File: config.mk
export PLATFORM = sky130hd
export DESIGN_NAME = boa_insn_align
export DESIGN_NICKNAME = d
export VERILOG_FILES = /design/src/rtl/boa_insn_align_pkg.sv /design/src/rtl/boa_insn_decomp.sv /design/src/rtl/boa_insn_align.sv
export SDC_FILE = /design/constraint.sdc
export NUM_CORES = 1
export LEC_CHECK = 0
export ABC_AREA = 1
export BUFFER_PORTS_ARGS = -buffer_cell sky130_fd_sc_hd__buf_2
export CAP_MARGIN = 10
export CORE_MARGIN = 5
export CORE_UTILIZATION = 30
export CTS_CLUSTER_SIZE = 10
export DETAILED_ROUTE_END_ITERATION = 8
export SYNTH_ARGS = -nofsm -noshare
export SYNTH_HDL_FRONTEND = slang
export SYNTH_SLANG_ARGS = --single-unit
File: constraint.sdc
create_clock -name clk -period 8.6 [get_ports clk]
set_clock_uncertainty 0.1 [all_clocks]
set_input_delay 0.43 -clock clk [delete_from_list [all_inputs] [get_ports clk]]
set_output_delay 0.43 -clock clk [all_outputs]
set_load 0.01 [all_outputs]
File: src/rtl/boa_insn_align_pkg.sv
// Shared constants and encoding helpers for the instruction realigner.
package boa_insn_align_pkg;

    localparam logic [31:0] MISA_C = 32'h0000_0004;

    localparam logic [6:0] OP_LOAD     = 7'b0000011;
    localparam logic [6:0] OP_LOAD_FP  = 7'b0000111;
    localparam logic [6:0] OP_IMM      = 7'b0010011;
    localparam logic [6:0] OP_IMM32    = 7'b0011011;
    localparam logic [6:0] OP_STORE    = 7'b0100011;
    localparam logic [6:0] OP_STORE_FP = 7'b0100111;
    localparam logic [6:0] OP_OP       = 7'b0110011;
    localparam logic [6:0] OP_OP32     = 7'b0111011;
    localparam logic [6:0] OP_LUI      = 7'b0110111;
    localparam logic [6:0] OP_BRANCH   = 7'b1100011;
    localparam logic [6:0] OP_JALR     = 7'b1100111;
    localparam logic [6:0] OP_JAL      = 7'b1101111;

    localparam logic [31:0] INSN_EBREAK = 32'h0010_0073;

    function automatic logic [31:0] enc_i(input logic [11:0] imm, input logic [4:0] rs1,
                                          input logic [2:0] f3, input logic [4:0] rd,
                                          input logic [6:0] op);
        return {imm, rs1, f3, rd, op};
    endfunction

    function automatic logic [31:0] enc_s(input logic [11:0] imm, input logic [4:0] rs2,
                                          input logic [4:0] rs1, input logic [2:0] f3,
                                          input logic [6:0] op);
        return {imm[11:5], rs2, rs1, f3, imm[4:0], op};
    endfunction

    function automatic logic [31:0] enc_r(input logic [6:0] f7, input logic [4:0] rs2,
                                          input logic [4:0] rs1, input logic [2:0] f3,
                                          input logic [4:0] rd, input logic [6:0] op);
        return {f7, rs2, rs1, f3, rd, op};
    endfunction

    function automatic logic [31:0] enc_b(input logic [12:1] imm, input logic [4:0] rs2,
                                          input logic [4:0] rs1, input logic [2:0] f3);
        return {imm[12], imm[10:5], rs2, rs1, f3, imm[4:1], imm[11], OP_BRANCH};
    endfunction

    function automatic logic [31:0] enc_j(input logic [20:1] imm, input logic [4:0] rd);
        return {imm[20], imm[10:1], imm[11], imm[19:12], rd, OP_JAL};
    endfunction

endpackage

File: src/rtl/boa_insn_decomp.sv
// RVC decompressor: expands one 16-bit encoding into its 32-bit equivalent.
module boa_insn_decomp
    import boa_insn_align_pkg::*;
#(
    parameter bit has_f = 1'b0,
    parameter bit has_d = 1'b0,
    parameter bit has_q = 1'b0
) (
    input  logic [15:0] insn16,
    input  logic        rv64,
    output logic [31:0] insn32,
    output logic        valid
);

    logic [15:0] c;
    logic [4:0]  rd, rs2, rdp, rs1p;
    logic [11:0] imm6, lw_imm, ld_imm, lwsp_imm, ldsp_imm, swsp_imm, sdsp_imm;
    logic [20:1] jimm;
    logic [12:1] bimm;
    logic        dq_ok;

    assign c        = insn16;
    assign rd       = c[11:7];
    assign rs2      = c[6:2];
    assign rdp      = {2'b01, c[4:2]};
    assign rs1p     = {2'b01, c[9:7]};
    assign imm6     = {{6{c[12]}}, c[12], c[6:2]};
    assign lw_imm   = {5'b0, c[5], c[12:10], c[6], 2'b0};
    assign ld_imm   = {4'b0, c[6:5], c[12:10], 3'b0};
    assign lwsp_imm = {4'b0, c[3:2], c[12], c[6:4], 2'b0};
    assign ldsp_imm = {3'b0, c[4:2], c[12], c[6:5], 3'b0};
    assign swsp_imm = {4'b0, c[8:7], c[12:9], 2'b0};
    assign sdsp_imm = {3'b0, c[9:7], c[12:10], 3'b0};
    assign jimm     = {{9{c[12]}}, c[12], c[8], c[10:9], c[6], c[7], c[2], c[11], c[5:3]};
    assign bimm     = {{4{c[12]}}, c[12], c[6:5], c[2], c[11:10], c[4:3]};
    // Double-width FP loads/stores exist whenever D (or Q, which implies D) is present.
    assign dq_ok    = has_d || has_q;

    // Expand by quadrant and funct3; reserved or unsupported encodings clear valid.
    always_comb begin
        insn32 = 32'h0;
        valid  = 1'b1;
        case ({c[1:0], c[15:13]})
            5'b00_000: begin
                insn32 = enc_i({2'b0, c[10:7], c[12:11], c[5], c[6], 2'b0}, 5'd2, 3'b000, rdp, OP_IMM);
                valid  = |c[12:5];
            end
            5'b00_001: begin insn32 = enc_i(ld_imm, rs1p, 3'b011, rdp, OP_LOAD_FP); valid = dq_ok; end
            5'b00_010: insn32 = enc_i(lw_imm, rs1p, 3'b010, rdp, OP_LOAD);
            5'b00_011: if (rv64) insn32 = enc_i(ld_imm, rs1p, 3'b011, rdp, OP_LOAD);
                       else begin insn32 = enc_i(lw_imm, rs1p, 3'b010, rdp, OP_LOAD_FP); valid = has_f; end
            5'b00_101: begin insn32 = enc_s(ld_imm, rdp, rs1p, 3'b011, OP_STORE_FP); valid = dq_ok; end
            5'b00_110: insn32 = enc_s(lw_imm, rdp, rs1p, 3'b010, OP_STORE);
            5'b00_111: if (rv64) insn32 = enc_s(ld_imm, rdp, rs1p, 3'b011, OP_STORE);
                       else begin insn32 = enc_s(lw_imm, rdp, rs1p, 3'b010, OP_STORE_FP); valid = has_f; end
            5'b01_000: insn32 = enc_i(imm6, rd, 3'b000, rd, OP_IMM);
            5'b01_001: if (rv64) begin insn32 = enc_i(imm6, rd, 3'b000, rd, OP_IMM32); valid = (rd != 5'd0); end
                       else insn32 = enc_j(jimm, 5'd1);
            5'b01_010: insn32 = enc_i(imm6, 5'd0, 3'b000, rd, OP_IMM);
            5'b01_011: begin
                if (rd == 5'd2)
                    insn32 = enc_i({{2{c[12]}}, c[12], c[4:3], c[5], c[2], c[6], 4'b0}, 5'd2, 3'b000, 5'd2, OP_IMM);
                else
                    insn32 = {{14{c[12]}}, c[12], c[6:2], rd, OP_LUI};
                valid = |{c[12], c[6:2]};
            end
            5'b01_100: case (c[11:10])
                2'b00: begin insn32 = enc_i({6'b000000, c[12], c[6:2]}, rs1p, 3'b101, rs1p, OP_IMM); valid = rv64 || !c[12]; end
                2'b01: begin insn32 = enc_i({6'b010000, c[12], c[6:2]}, rs1p, 3'b101, rs1p, OP_IMM); valid = rv64 || !c[12]; end
                2'b10: insn32 = enc_i(imm6, rs1p, 3'b111, rs1p, OP_IMM);
                default: case ({c[12], c[6:5]})
                    3'b000: insn32 = enc_r(7'h20, rdp, rs1p, 3'b000, rs1p, OP_OP);
                    3'b001: insn32 = enc_r(7'h00, rdp, rs1p, 3'b100, rs1p, OP_OP);
                    3'b010: insn32 = enc_r(7'h00, rdp, rs1p, 3'b110, rs1p, OP_OP);
                    3'b011: insn32 = enc_r(7'h00, rdp, rs1p, 3'b111, rs1p, OP_OP);
                    3'b100: begin insn32 = enc_r(7'h20, rdp, rs1p, 3'b000, rs1p, OP_OP32); valid = rv64; end
                    3'b101: begin insn32 = enc_r(7'h00, rdp, rs1p, 3'b000, rs1p, OP_OP32); valid = rv64; end
                    default: valid = 1'b0;
                endcase
            endcase
            5'b01_101: insn32 = enc_j(jimm, 5'd0);
            5'b01_110: insn32 = enc_b(bimm, 5'd0, rs1p, 3'b000);
            5'b01_111: insn32 = enc_b(bimm, 5'd0, rs1p, 3'b001);
            5'b10_000: begin insn32 = enc_i({6'b0, c[12], c[6:2]}, rd, 3'b001, rd, OP_IMM); valid = rv64 || !c[12]; end
            5'b10_001: begin insn32 = enc_i(ldsp_imm, 5'd2, 3'b011, rd, OP_LOAD_FP); valid = dq_ok; end
            5'b10_010: begin insn32 = enc_i(lwsp_imm, 5'd2, 3'b010, rd, OP_LOAD); valid = (rd != 5'd0); end
            5'b10_011: if (rv64) begin insn32 = enc_i(ldsp_imm, 5'd2, 3'b011, rd, OP_LOAD); valid = (rd != 5'd0); end
                       else begin insn32 = enc_i(lwsp_imm, 5'd2, 3'b010, rd, OP_LOAD_FP); valid = has_f; end
            5'b10_100: begin
                if (!c[12]) begin
                    if (rs2 == 5'd0) begin insn32 = enc_i(12'h0, rd, 3'b000, 5'd0, OP_JALR); valid = (rd != 5'd0); end
                    else insn32 = enc_r(7'h00, rs2, 5'd0, 3'b000, rd, OP_OP);
                end else if (rs2 == 5'd0)
                    insn32 = (rd == 5'd0) ? INSN_EBREAK : enc_i(12'h0, rd, 3'b000, 5'd1, OP_JALR);
                else
                    insn32 = enc_r(7'h00, rs2, rd, 3'b000, rd, OP_OP);
            end
            5'b10_101: begin insn32 = enc_s(sdsp_imm, rs2, 5'd2, 3'b011, OP_STORE_FP); valid = dq_ok; end
            5'b10_110: insn32 = enc_s(swsp_imm, rs2, 5'd2, 3'b010, OP_STORE);
            5'b10_111: if (rv64) insn32 = enc_s(sdsp_imm, rs2, 5'd2, 3'b011, OP_STORE);
                       else begin insn32 = enc_s(swsp_imm, rs2, 5'd2, 3'b010, OP_STORE_FP); valid = has_f; end
            default: valid = 1'b0;
        endcase
    end

endmodule

File: src/rtl/boa_insn_align.sv
// Instruction realigner: halfword queue between fetch and decode, with RVC expansion.
module boa_insn_align
    import boa_insn_align_pkg::*;
#(
    parameter int hw_depth = 4,
    parameter bit has_f    = 1'b0,
    parameter bit has_d    = 1'b0,
    parameter bit has_q    = 1'b0
) (
    input  logic        clk,
    input  logic        rst_n,
    input  logic        rv64,
    input  logic [31:0] misa,
    input  logic        flush,
    input  logic        f_valid,
    output logic        f_ready,
    input  logic [31:0] f_addr,
    input  logic [31:0] f_data,
    input  logic        f_fault,
    output logic        d_valid,
    input  logic        d_ready,
    output logic [31:0] d_insn,
    output logic [31:0] d_pc,
    output logic        d_comp,
    output logic        d_illegal,
    output logic        d_fault
);

    localparam int PW = $clog2(hw_depth);
    localparam int CW = PW + 1;
    localparam logic [CW-1:0] DEPTH_C = CW'(hw_depth);

    logic [15:0]         q_data [hw_depth];
    logic [hw_depth-1:0] q_fault;
    logic [PW-1:0]       rd_ptr, wr_ptr, rd_nxt;
    logic [CW-1:0]       count, count_after_pop, space, pop_n, push_n;
    logic [31:0]         head_pc;
    logic [15:0]         h0, h1;
    logic                f0, f1;
    logic                is_comp, avail, extract, push, misa_c, ill, flt;
    logic [31:0]         dec_insn;
    logic                dec_valid;

    assign rd_nxt  = rd_ptr + PW'(1);
    assign h0      = q_data[rd_ptr];
    assign h1      = q_data[rd_nxt];
    assign f0      = q_fault[rd_ptr];
    assign f1      = q_fault[rd_nxt];
    assign misa_c  = |(misa & MISA_C);

    // A halfword whose low two bits are not 11 is a complete compressed instruction.
    assign is_comp = (h0[1:0] != 2'b11);
    assign avail   = is_comp ? (count != '0) : (count >= CW'(2));
    assign extract = !flush && avail && (!d_valid || d_ready);
    assign pop_n   = extract ? (is_comp ? CW'(1) : CW'(2)) : '0;

    // Space is judged after this cycle's pop so fetch can refill while decode drains.
    assign count_after_pop = count - pop_n;
    assign space           = DEPTH_C - count_after_pop;
    assign f_ready         = !flush && (space >= CW'(2));
    assign push            = f_valid && f_ready;
    assign push_n          = f_addr[1] ? CW'(1) : CW'(2);

    assign ill = is_comp && (!dec_valid || !misa_c);
    assign flt = is_comp ? f0 : (f0 | f1);

    boa_insn_decomp #(
        .has_f (has_f),
        .has_d (has_d),
        .has_q (has_q)
    ) u_decomp (
        .insn16 (h0),
        .rv64   (rv64),
        .insn32 (dec_insn),
        .valid  (dec_valid)
    );

    // Queue storage: an odd fetch address carries only its upper halfword.
    always_ff @(posedge clk) begin
        if (push) begin
            if (f_addr[1]) begin
                q_data[wr_ptr]  <= f_data[31:16];
                q_fault[wr_ptr] <= f_fault;
            end else begin
                q_data[wr_ptr]                <= f_data[15:0];
                q_data[wr_ptr + PW'(1)]       <= f_data[31:16];
                q_fault[wr_ptr]               <= f_fault;
                q_fault[wr_ptr + PW'(1)]      <= f_fault;
            end
        end
    end

    // Queue pointers, occupancy and the address of the head halfword.
    always_ff @(posedge clk or negedge rst_n) begin
        if (!rst_n) begin
            rd_ptr  <= '0;
            wr_ptr  <= '0;
            count   <= '0;
            head_pc <= '0;
        end else if (flush) begin
            rd_ptr  <= '0;
            wr_ptr  <= '0;
            count   <= '0;
        end else begin
            rd_ptr <= rd_ptr + pop_n[PW-1:0];
            if (push)
                wr_ptr <= wr_ptr + push_n[PW-1:0];
            count <= count_after_pop + (push ? push_n : '0);
            if (push && (count_after_pop == '0))
                head_pc <= f_addr & 32'hFFFF_FFFE;
            else if (extract)
                head_pc <= head_pc + (is_comp ? 32'd2 : 32'd4);
        end
    end

    // Registered decode stage; faulting or illegal entries carry the raw head halfword.
    always_ff @(posedge clk or negedge rst_n) begin
        if (!rst_n) begin
            d_valid   <= 1'b0;
            d_insn    <= '0;
            d_pc      <= '0;
            d_comp    <= 1'b0;
            d_illegal <= 1'b0;
            d_fault   <= 1'b0;
        end else if (flush) begin
            d_valid <= 1'b0;
        end else if (extract) begin
            d_valid   <= 1'b1;
            d_pc      <= head_pc;
            d_comp    <= is_comp;
            d_illegal <= ill;
            d_fault   <= flt;
            if (ill || flt)
                d_insn <= {16'h0, h0};
            else
                d_insn <= is_comp ? dec_insn : {h1, h0};
        end else if (d_ready) begin
            d_valid <= 1'b0;
        end
    end

endmodule

==> impl_metrics.csv, run 1 <==
group,metric,value,unit
floorplan,core.rowCount,70,
critical_path,cp_data_arrival_time,6.87,ns
min_path,hold_path_depth,2,
synth,yosys.area.top_type,"dfrtp_1",
job,drv_cap,0,
clock_tree,cts.repair.resized,0,
min_path,whs_endpoint,"rd_ptr[0]",
synth,yosys-top-cells-area,"dfrtp_1 24%, edfxtp_1 18%, nand2_1 15%",
timing,finalHoldViolations,0,
critical_path,worst_setup_path_start_kind,"flip-flop",
floorplan,start_util,30.3,%
clock_tree,postCtsSetupBuffers,0,
critical_path,reg2reg_slack,1.96,ns
critical_path,slowest_delay,0.67,ns
min_path,holdCritPathClass,"in -> reg",
critical_path,crit_path_frequent_cell,"nand2_1",
finish,design_area,12700,um2
floorplan,core,36500,um2
synth,synth_top_area_share,23.8,%
critical_path,rr_startpoint,"rd_ptr[0]",
floorplan,io_pins,172,
global_route,track_usage,17.7,%
critical_path,worstPathRequired,8.83,ns
synth,synth-seq-area-share,42.2,%
placement,io_buffers,138,
drt,wl,36200,um
critical_path,worst_path_max_delay_cell,"inv_2",
global_route,grt_pass1_vias,10200,
global_route,antenna_found_initial,0,
synth,syn_avg_cell_area,7.62,um2
timing,drv_slew,0,
floorplan,die_w,202,um
timing,rsz0062_at_grt,"no",
placement,dpl.cell_count,2006,
finish,layoutNonFillerInstCount,2039,
drt,first_pass_iters,5,
critical_path,path_class,"reg -> reg",
drt,wl_per_cell,17.8,um
synth,synth_edf_count,68,
timing,final-setup-viol-count,0,
critical_path,reg2regPathDepth,22,
pwr,p_leak,0.00569,uW
synth,syn_area,11100,um2
finish,drive_gt1_share,16.2,%
clock_tree,cts_hold_buffers,1,
clock_tree,cts_tree,"done",
clock_tree,cts-buffers-inserted,17,
pwr,irDropWorstVdd,0.210,mV
critical_path,endpoint_kind,"flip-flop",
synth,synth_cells,1452,
timing,worst_pin_slew,1.03,ns
placement,gp_congestion,0.947,
synth,synthFlopType,"dfrtp_1",
critical_path,r2r-end,"head_pc[10]",
drt,drc,0,
clock_tree,htree_levels,4,
timing,final.min_clock_period,6.64,ns
placement,place_hpwl,26800,um
drt,ant_nets,0,
placement,placement.cell_area,12100,um2
timing,clock.fmax,0.151,GHz
synth,synthMostInstantiatedCell,"nand2_1",
finish,nNetsFinal,1675,
finish,antenna_cells,0,
outcome,status,"completed",
synth,synth_nets,1569,
global_route,gr-total-overflow,0,
drt,drt-vias-per-instance,5.07,
drt,drt_first_iter_violations,858,
critical_path,crit_chain,"buf_4, inv_2, nand2_1, nand2_1, nand2_1, nand2_2, ha_1, inv_1, nor2_1, fa_1, ha_1, ha_1, inv_1, o31ai_1, inv_1, nand2_1, inv_1, nand2_1, nand2_1, buf_4, inv_1, a221o_1",
clock_tree,clkTransAtPathRegs,0.07,ns
synth,ys_warn_count,0,
critical_path,cp_max_fo,52,
drt,vias,10300,
timing,maxSlewHeadroom,31.2,%
synth,ys_ff_latch,173,
global_route,grt_pass1_wl,57700,um
clock_tree,clockBufferDepth,2,
global_route,grt_start_max_net_pins,72,
clock_tree,root_buffer,"clkbuf_16",
timing,finalCritPeriodShare,77.2,%
timing,finalSetupTns,0,ns
clock_tree,cts.sinks,173,
synth,synth_commonest_cells,"434 x nand2_1, 173 x o21ai_0, 105 x dfrtp_1",
floorplan,die_area,40800,um2
pwr,p_per_area,396,nW/um2
floorplan,die_h,202,um
clock_tree,clk_latency,0.45,ns
synth,async_flop_share,60.7,%
min_path,min_from,"flush",
synth,synthDistinctLibCells,54,
finish,syn_to_final_growth,14.6,%
where the power goes:
part	leakage (uW)	internal, uW	total (uW)	switching, uW
logic	0.00345	859	2920	2060
registers	0.00195	1170	1330	164
clock network	0.000284	436	774	337
per-stage QoR:
| stage | setup slack (ns) | total power (uW) | util, % | hold slack (ns) |
|---|---|---|---|---|
| 6_report | 1.96 | 5030 | 34.7 | 0.122 |
| 5_1_grt | 1.34 | 5450 | 34.7 | 0.101 |
| 4_1_cts | 2.01 | 5050 | 34.7 | 0.0897 |
| 3_5_place_dp | 2.01 | 4250 | 33.1 | 0.329 |
| 3_3_place_gp | 2.13 | 4240 | 33.1 | 0.326 |
| 2_1_floorplan | 3.53 | 3370 | - | 0.0344 |
cell type report:
class                           instances  area, um2
Fill cell                            3821      23800
Tap cell                              468        586
Sequential cell                       173       4670
Clock buffer                           22        454
Timing Repair Buffer                  154        816
Clock inverter                         10        114
Multi-Input combinational cell       1099       5620
Inverter                              113        424
per-layer routing:
metal	GRT usage, %	wire (um)	share of wire [%]	up-vias
met3	3.16	2060	5.7	47
met4	5.37	786	2.2	0
met1	23.8	16200	45	4823
met2	29.3	17100	47	343
met5	0	0	0	-
li1	-	-	-	5134
critical path, delay by kind of cell, from the launching register on:
family / cells / cell delay, ns
simple gates: 8 / 1.84
compound gates: 2 / 0.43
buf+inv: 8 / 2.29
flops: 1 / 0.36
fa+ha+maj: 4 / 1.47
how the worst max path moves through the flow:
stage | cells after the start | from | slack (ns) | end
after CTS | 22 | rd_ptr[0] | 2.01 | head_pc[10]
after global routing | 22 | rd_ptr[0] | 1.34 | head_pc[10]
after detailed placement | 22 | rd_ptr[0] | 2.01 | head_pc[10]
after floorplan | 21 | rd_ptr[0] | 3.53 | q_data[0][0]
final | 22 | rd_ptr[0] | 1.96 | head_pc[10]
after global placement | 20 | rd_ptr[0] | 2.13 | head_pc[10]
flip-flops by register name (all words and copies together) (netlist names):
register	count
q_data	64
d_insn	32
d_pc	31
head_pc	31
q_fault	4
count	3
rd_ptr	2
wr_ptr	2
d_comp	1
d_fault	1
d_illegal	1
d_valid	1
cells in the final DEF (no fill, tap or decap), drive strengths merged, types with 6 or more instances in the layout:
master  count
nor2      114
dfrtp     105
mux2i      16
o221ai     15
a21oi      47
nand3      98
inv       114
buf       153
nor3       29
edfxtp     68
o21ai     183
o211ai      7
o22ai      44
nand4      16
ha         11
xor2       25
clkinv      7
o31ai       6
nand2     460
clkbuf     22
cells by family (layout without fill, tap and decap cells):
logic type,count (synthesis),count (layout),synth area share (%)
other cells,1,1,0.0339
flops,173,173,42.2
buf+inv,180,299,7.29
compound gates,316,316,16.2
fa+ha+maj,14,14,1.79
xor+xnor,26,26,2.06
simple gates,726,726,29.0
mux,16,16,1.45
(Power assumes the default switching activity.)
==> run 2: changes to the inputs <==
Clock period 8.6 ns to 5.8 ns, I/O delays scaled along.
==> run 2 against run 1 <==
  * Flip-flop and latch count unchanged
  * Setup slack worse by 1.6 ns
  * First-iteration DRC count up 20%
  * Power rose by 51%
  * Critical endpoint unchanged
  * Largest power group unchanged
==> impl_metrics.csv, run 2 (synthesis gave the netlist of run 1 again) <==
group,metric,value,unit
global_route,gr-total-overflow,0,
timing,final.min_clock_period,5.43,ns
global_route,grt_pass1_vias,10300,
placement,place_hpwl,27800,um
drt,drc,0,
critical_path,path_class,"reg -> reg",
critical_path,cp_data_arrival_time,5.67,ns
global_route,grt_pass1_wl,58900,um
finish,design_area,12900,um2
finish,largestRegisters,"q_data: 64 flops, d_insn: 32 flops",
floorplan,die_area,40800,um2
drt,dr.max_layer_used,"met4",
pwr,p_leak,0.00580,uW
outcome,status,"completed",
finish,layoutNonFillerInstCount,2063,
timing,maxSlewHeadroom,39.4,%
floorplan,die_w,202,um
timing,rsz0062_at_grt,"no",
critical_path,crit_family,"adder cells",
min_path,min_from,"f_addr[31]",
timing,finalSetupTns,0,ns
timing,fin_ws,0.367,ns
drt,wl_met3,2390,um
clock_tree,htree_levels,4,
clock_tree,clk_latency,0.45,ns
critical_path,slowest_delay,0.49,ns
clock_tree,cts_tree,"done",
critical_path,worst_setup_path_start_kind,"flip-flop",
clock_tree,clockBufferDepth,2,
placement,dpl_worst_slack,-0.0711,ns
critical_path,endpoint_kind,"flip-flop",
drt,drt-vias-per-instance,5.14,
finish,layout_commonest_cell,"nand2_1",
floorplan,core,36500,um2
clock_tree,root_buffer,"clkbuf_16",
timing,finalHoldViolations,0,
timing,finalCritPeriodShare,93.7,%
timing,final-setup-viol-count,0,
finish,final_cell_mix,"433 x nand2_1, 173 x o21ai_0, 137 x buf_2, 105 x dfrtp_1, 100 x nor2_1",
pwr,total_power,7570,uW
timing,drv_slew,0,
min_path,holdCritPathClass,"in -> reg",
drt,ant_nets,0,
placement,dpl.cell_count,2018,
min_path,whs_endpoint,"head_pc[31]",
critical_path,rr_startpoint,"rd_ptr[0]",
floorplan,die_h,202,um
critical_path,startpoint,"rd_ptr[0]",
finish,drive_gt1_share,16.9,%
min_path,hold_path_depth,3,
drt,drt_first_iter_violations,1027,
finish,nNetsFinal,1698,
placement,gp_congestion,0.993,
finish,largest_register_ffs,64,
critical_path,r2r-end,"head_pc[10]",
global_route,grt_start_max_net_pins,70,
drt,first_pass_iters,5,
finish,largest-register,"q_data",
clock_tree,cts-buffers-inserted,17,
global_route,track_usage,18.2,%
critical_path,cp_num_cells,24,
floorplan,start_util,30.3,%
finish,fillers,3848,
floorplan,io_pins,172,
pwr,p_per_area,587,nW/um2
placement,placement.cell_area,12200,um2
clock_tree,postCtsSetupBuffers,0,
critical_path,crit_path_frequent_cell,"nand2_1",
global_route,antenna_found_initial,1,
critical_path,reg2regPathDepth,24,
floorplan,core.rowCount,70,
drt,wl_per_cell,18.2,um
clock_tree,clkTransAtPathRegs,0.08,ns
critical_path,cp_max_fo,20,
timing,clock.fmax,0.184,GHz
drt,vias,10600,
clock_tree,cts.sinks,173,
finish,syn_to_final_growth,16.5,%
critical_path,reg2reg_slack,0.37,ns
drt,wl,37500,um
timing,worst_pin_slew,0.909,ns
drt,dr_wl_met2,17500,um
critical_path,crit_chain,"inv_2, nand2_1, nand2_1, nand2_1, nand2_4, ha_1, o21ai_0, nand3_4, nor2_1, ha_1, fa_1, ha_1, ha_1, inv_1, o31ai_1, inv_1, nand2_1, buf_4, inv_1, nand2_2, nand2_1, buf_4, inv_1, a221o_1",
drt,wl_met1,16800,um
placement,io_buffers,138,
critical_path,worst_path_max_delay_cell,"dfrtp_1",
pwr,irDropWorstVdd,0.297,mV
job,drv_cap,0,
critical_path,worstPathRequired,6.04,ns
critical_path,path_buf_inv,7,
run 2: what timing repair did:
action,in CTS,in global routing
gates cloned,0,0
resized for setup,1,2
hold buffers,12,0
hold endpoints to repair,50,0
endpoints found under the setup margin,1,24
pin swaps,0,0
run 2: through the flow:
step | util [%] | hold WS, ns
2_1_floorplan | - | -0.106
5_1_grt | 35.3 | 0.0398
4_1_cts | 35.3 | 0.0227
3_3_place_gp | 33.4 | 0.199
6_report | 35.3 | 0.0460
3_5_place_dp | 33.4 | 0.194
run 2: worst max-delay path by stage:
stage | end
global placement | head_pc[10]
finish | head_pc[10]
CTS | head_pc[18]
global route | head_pc[18]
detailed placement | head_pc[10]
floorplan | q_data[0][0]
run 2: power by group:
group          switching (uW)  leakage (uW)  internal (uW)  total (uW)
clock                     512      0.000286            634        1150
sequential                258       0.00195           1740        1990
combinational            3110       0.00357           1320        4430
run 2: routing by layer:
layer,global-route usage (%),vias up
met1,24.6,5009
met2,29.6,371
met3,3.45,49
li1,-,5172
met5,0,-
met4,5.69,0
run 2: area by class of cell:
class / count / area (um2) / area share [%]
clock buffer: 22 / 475 / 3.69
clock inverter: 10 / 103 / 0.796
timing repair buffer: 177 / 1020 / 7.91
sequential: 173 / 4670 / 36.2
tap: 468 / 586 / 4.54
antenna: 1 / 2.50 / 0.0194
inverter: 113 / 425 / 3.30
multi-input combinational: 1099 / 5610 / 43.5
run 2: tightest hold or removal path: stages:
cell      delay (ns)
buf_2           0.09
o221ai_1        0.11
o21ai_0         0.07
